[src/rtl/pong_video_timing.sv]
// Horizontal/vertical video counter chain with registered, count-coherent
// blank, sync and terminal-count decodes for the Pong board.
module pong_video_timing #(
  parameter int unsigned H_TOTAL      = 455,
  parameter int unsigned H_BLANK_END  = 80,
  parameter int unsigned H_SYNC_START = 32,
  parameter int unsigned H_SYNC_END   = 64,
  parameter int unsigned V_TOTAL      = 262,
  parameter int unsigned V_BLANK_END  = 16,
  parameter int unsigned V_SYNC_START = 4,
  parameter int unsigned V_SYNC_END   = 8,
  localparam int unsigned CW          = 9
) (
  input  logic          clk,
  input  logic          reset_n,
  input  logic          ce,
  output logic [CW-1:0] hcnt,
  output logic [CW-1:0] vcnt,
  output logic          hreset,
  output logic          vreset,
  output logic          hblank,
  output logic          vblank,
  output logic          hsync_n,
  output logic          vsync_n
);

  logic [CW-1:0] hcnt_nxt_c;
  logic [CW-1:0] vcnt_nxt_c;
  logic          h_wrap_c;
  logic          v_wrap_c;
  logic          hreset_nxt_c;
  logic          vreset_nxt_c;
  logic          hblank_nxt_c;
  logic          vblank_nxt_c;
  logic          hsync_n_nxt_c;
  logic          vsync_n_nxt_c;

  // Next counts, then decodes taken from those next counts so every
  // registered output lines up with the count registered on the same edge.
  always_comb begin
    h_wrap_c   = (hcnt == CW'(H_TOTAL - 1));
    v_wrap_c   = (vcnt == CW'(V_TOTAL - 1));
    hcnt_nxt_c = h_wrap_c ? '0 : hcnt + CW'(1);
    vcnt_nxt_c = vcnt;
    if (h_wrap_c) begin
      vcnt_nxt_c = v_wrap_c ? '0 : vcnt + CW'(1);
    end

    hreset_nxt_c  = (hcnt_nxt_c == CW'(H_TOTAL - 1));
    vreset_nxt_c  = hreset_nxt_c && (vcnt_nxt_c == CW'(V_TOTAL - 1));
    hblank_nxt_c  = (hcnt_nxt_c < CW'(H_BLANK_END));
    vblank_nxt_c  = (vcnt_nxt_c < CW'(V_BLANK_END));
    hsync_n_nxt_c = !((hcnt_nxt_c >= CW'(H_SYNC_START)) &&
                      (hcnt_nxt_c <  CW'(H_SYNC_END)));
    vsync_n_nxt_c = !((vcnt_nxt_c >= CW'(V_SYNC_START)) &&
                      (vcnt_nxt_c <  CW'(V_SYNC_END)));
  end

  // State and decode registers; everything holds while ce is low.
  always_ff @(posedge clk or negedge reset_n) begin
    if (!reset_n) begin
      hcnt    <= '0;
      vcnt    <= '0;
      hreset  <= 1'b0;
      vreset  <= 1'b0;
      hblank  <= 1'b1;
      vblank  <= 1'b1;
      hsync_n <= 1'b1;
      vsync_n <= 1'b1;
    end else if (ce) begin
      hcnt    <= hcnt_nxt_c;
      vcnt    <= vcnt_nxt_c;
      hreset  <= hreset_nxt_c;
      vreset  <= vreset_nxt_c;
      hblank  <= hblank_nxt_c;
      vblank  <= vblank_nxt_c;
      hsync_n <= hsync_n_nxt_c;
      vsync_n <= vsync_n_nxt_c;
    end
  end

endmodule

[config.mk]
export PLATFORM = sky130hd
export DESIGN_NAME = pong_video_timing
export DESIGN_NICKNAME = d
export VERILOG_FILES = /design/src/rtl/pong_video_timing.sv
export SDC_FILE = /design/constraint.sdc
export NUM_CORES = 1
export LEC_CHECK = 0
export BUFFER_PORTS_ARGS = -buffer_cell sky130_fd_sc_hd__buf_2
export CAP_MARGIN = 40
export CORE_UTILIZATION = 50
export DETAILED_ROUTE_END_ITERATION = 16
export PLACE_DENSITY = 0.75
export SYNTH_ARGS = -nofsm -noshare
export SYNTH_HDL_FRONTEND = slang
export SYNTH_SLANG_ARGS = --single-unit
[constraint.sdc]
create_clock -name clk -period 2.3 [get_ports clk]
set_input_delay 0 -clock clk [delete_from_list [all_inputs] [get_ports clk]]
set_output_delay 0 -clock clk [all_outputs]
set_load 0.1 [all_outputs]
==> metrics.md <==
| Metric | Value |
|---|---|
| Peak supply drop | `0.000609 V` |
| Final Setup Violations | `0` |
| Util after Layout | `0.626` |
| Share of cells above drive strength 1 | `0.354` |
| Initial Util | `0.544` |
| Post-synthesis sequential area ratio | `0.393` |
| Clk sinks | `24` |
| Post-Place Cell Area | `1700 µm²` |
| Psw | `984 µW` |
| Biggest area consumer among synthesized cells | `dfrtp_1` |
| Critical path buffers and inverters | `1` |
| Cell type of the slowest stage on the worst timing path | `dfrtp_4` |
| Tcrit/Tclk final | `0.970` |
| Main flop type after synthesis | `dfrtp_1` |
| F_max | `448 MHz` |
| Register clock-pin slew on the reported worst setup and hold paths | `0.14 ns` |
| Core area | `2830 µm²` |
| Post-CTS Setup Bufs | `0` |
| Ys async rst share | `1.00` |
| Layout area overhead | `15.1%` |
| PwrDens | `1080 nW/µm²` |
| CTS root buf | `clkbuf_4` |
| DIE WIDTH | `57.5 µm` |
| Synth unique cells | `52` |
| Net Sw Frac | `0.513` |
| Crit Path Max Fanout | `6` |
| Crit path DAT | `2.46 ns` |
| Vias in the first global route | `1,181` |
| Syn nets | `174` |
| First-pass GRT wire length | `5.60 mm` |
| Final Hold Vio Count | `0` |
| Ys Warns | `0` |
| Cells after Synth | `167` |
| Die height | `57.5 µm` |
| Worst-Margin Slew | `0.535 ns` |
| TritonCTS clock tree | `built` |
| Max Cap Viol | `0` |
| Gr busiest metal | `met2` |
| Total track usage | `0.221` |
| CP Class | `reg2reg` |
| Synth top area share | `0.325` |
| Syn Std Cell Area | `1540 µm²` |
| Worst-Skew Late Latency | `0.32 ns` |
| Status | `finished, violations left` |
| Clock Tree Buf Depth | `2` |
| DP Wirelength | `2.47 mm` |
| Most frequent cells in the layout | `26 x buf_2, 16 x nand2_1, 12 x nor3_1` |
| Setup TNS | `0 ns` |
| Hold Slack | `0.0653 ns` |
| Internal power | `935 µW` |
| Antenna viol nets, final | `0` |
| Total power draw | `1.92 mW` |
| Static Leak | `0.760 nW` |
| Skew final | `0.00655 ns` |
| Gpl congestion | `0.898` |
| DR vias/cell | `6.12` |
| Area of the die | `3300 µm²` |
| H-tree depth | `1` |
| Nets | `197` |
| Fraction of power consumed by the clock network | `0.161` |
| Avg WL per Cell | `15.5 µm` |
| Port Buffers | `26` |
| Met2 usage | `0.332` |
| Antenna diodes | `0` |
| CP cell instances | `inv_4 -> ha_4 -> nand4b_4 -> or2_4 -> or4_1 -> o2111ai_2 -> nor2_2 -> a32o_1` |
| Final wirelength | `3.40 mm` |
| Design area | `1770 µm²` |
| Antenna violations before repair | `0` |
| Grt met1 use | `0.323` |
| Synth area leaders | `dfrtp_1 33%, dfstp_2 6.8%, nor3_1 4.2%, nand2_1 3.9%, xnor2_1 3.4%` |
| Combinational Power Share | `0.485` |
| Max stage delay on crit path | `0.54 ns` |
| Met3 Use GR | `0.0295` |
| Row count | `19` |
| Commonest non-fill, non-tap cell in the layout | `buf_2` |
| Drt pass-1 iters | `10` |
| Number of synthesized flops with an enable pin | `0` |
| Startpoint Class | `register` |
| Worst Hold Class | `in2reg` |
| DRC | `1` |
| Critical Path RT | `2.53 ns` |
| Vias | `1,346` |
| Global route total overflow | `0` |
| Number of buffers created by CTS | `3` |
| Sequential Power Share | `0.354` |
| Final Critical Period | `2.23 ns` |
| Headroom to the max-slew limit | `0.644` |
| Failing checks | `design-rule violations` |
| Setup crit end kind | `register` |
| Slew Viols, Final | `0` |
| Iter 0 DRT Violations | `87` |
| Yosys reg bits | `24` |
| Maximum number of pins on one net before global-route repair | `25` |
| Crit-path leading delay family | `simple AND/OR/NAND/NOR gates` |
| Post-Syn Area per Cell | `9.22 µm²` |
| IO Pins | `27` |
==> kinds of logic after synthesis <==
| family | synth area share |
|---|---|
| XOR/XNOR | 0.0569 |
| AND/OR/NAND/NOR | 0.270 |
| buffers and inverters | 0.0658 |
| AO/OA/AOI/OAI | 0.174 |
| flip-flops | 0.393 |
| multiplexers | 0.00732 |
| adder cells (fa/ha/maj) | 0.0325 |
==> cell type report <==
class / instances / area [µm²]
multi-input combinational: 127 / 858
sequential: 24 / 646
tap: 31 / 38.8
clock buffer: 3 / 22.5
inverter: 5 / 21.3
clock inverter: 1 / 30.0
fill: 237 / 1060
timing repair buffer: 29 / 155
==> synthesized netlist by cell type (3+ instances only) <==
library cell	instances
a21oi_1	9
nand4_1	3
nor3_1	13
dfstp_2	4
a21o_1	3
nor2_1	11
dfrtp_1	20
inv_1	4
nand3_1	8
o31ai_1	5
xnor2_1	6
clkbuf_1	4
o21ai_0	9
ha_1	4
xor2_1	4
nand2_1	16
==> metal layers <==
layer | share of wire | vias up | wire length (µm)
met5 | 0 | - | 0
met4 | 0.016 | 0 | 56
met3 | 0.041 | 7 | 138
met2 | 0.47 | 32 | 1590
met1 | 0.48 | 656 | 1620
li1 | - | 651 | -
==> flip-flops by register name, indices dropped and copies added (netlist names) <==
| signal | count |
|---|---|
| vblank | 1 |
| vcnt | 9 |
| hblank | 1 |
| hcnt | 9 |
| vsync_n | 1 |
| hreset | 1 |
| hsync_n | 1 |
| vreset | 1 |
==> per-stage QoR <==
stage / std cells / setup WS (ns)
after floorplan: 167 / -0.0538
after global placement: 215 / 0.129
after detailed placement: 215 / 0.0486
after CTS: 220 / 0.00806
after global routing: 220 / -0.00137
final: 220 / 0.0701
==> final timing paths <==
kind                           end    start  slack (ns)  cells past startpoint
setup / recovery            vreset  hcnt[0]        0.07                      8
hold / removal             vsync_n       ce        0.07                      3
setup reg to reg            vreset  hcnt[0]        0.07                      8
hold reg to reg             hblank   hblank        0.49                      1
max in group asynchronous  hcnt[2]  reset_n        1.72                      2
min in group asynchronous  hcnt[3]  reset_n        0.18                      2
==> power by group through the flow <==
stage | Clock [mW] | Sequential [mW] | Combinational, mW
floorplan | 0 | 1.10 | 0.435
global placement | 0 | 0.681 | 0.920
detailed placement | 0 | 0.684 | 0.926
CTS | 0.317 | 0.677 | 0.930
global route | 0.332 | 0.700 | 0.983
finish | 0.309 | 0.680 | 0.930
==> what timing repair did <==
action | 4_1_cts | 5_1_grt
endpoints found under the setup margin | 0 | 9
gates resized for setup | 0 | 3
hold buffers | 1 | 0
hold endpoints to repair | 20 | 0
==> worst reg2reg max path: cells and delay by family, from the launching register on <==
kind            cells  cell delay, ns
compound gates      2            0.37
flops               1            0.54
simple gates        4            1.02
buf+inv             1            0.08
fa+ha+maj           1            0.13
(Power assumes the default switching activity.)
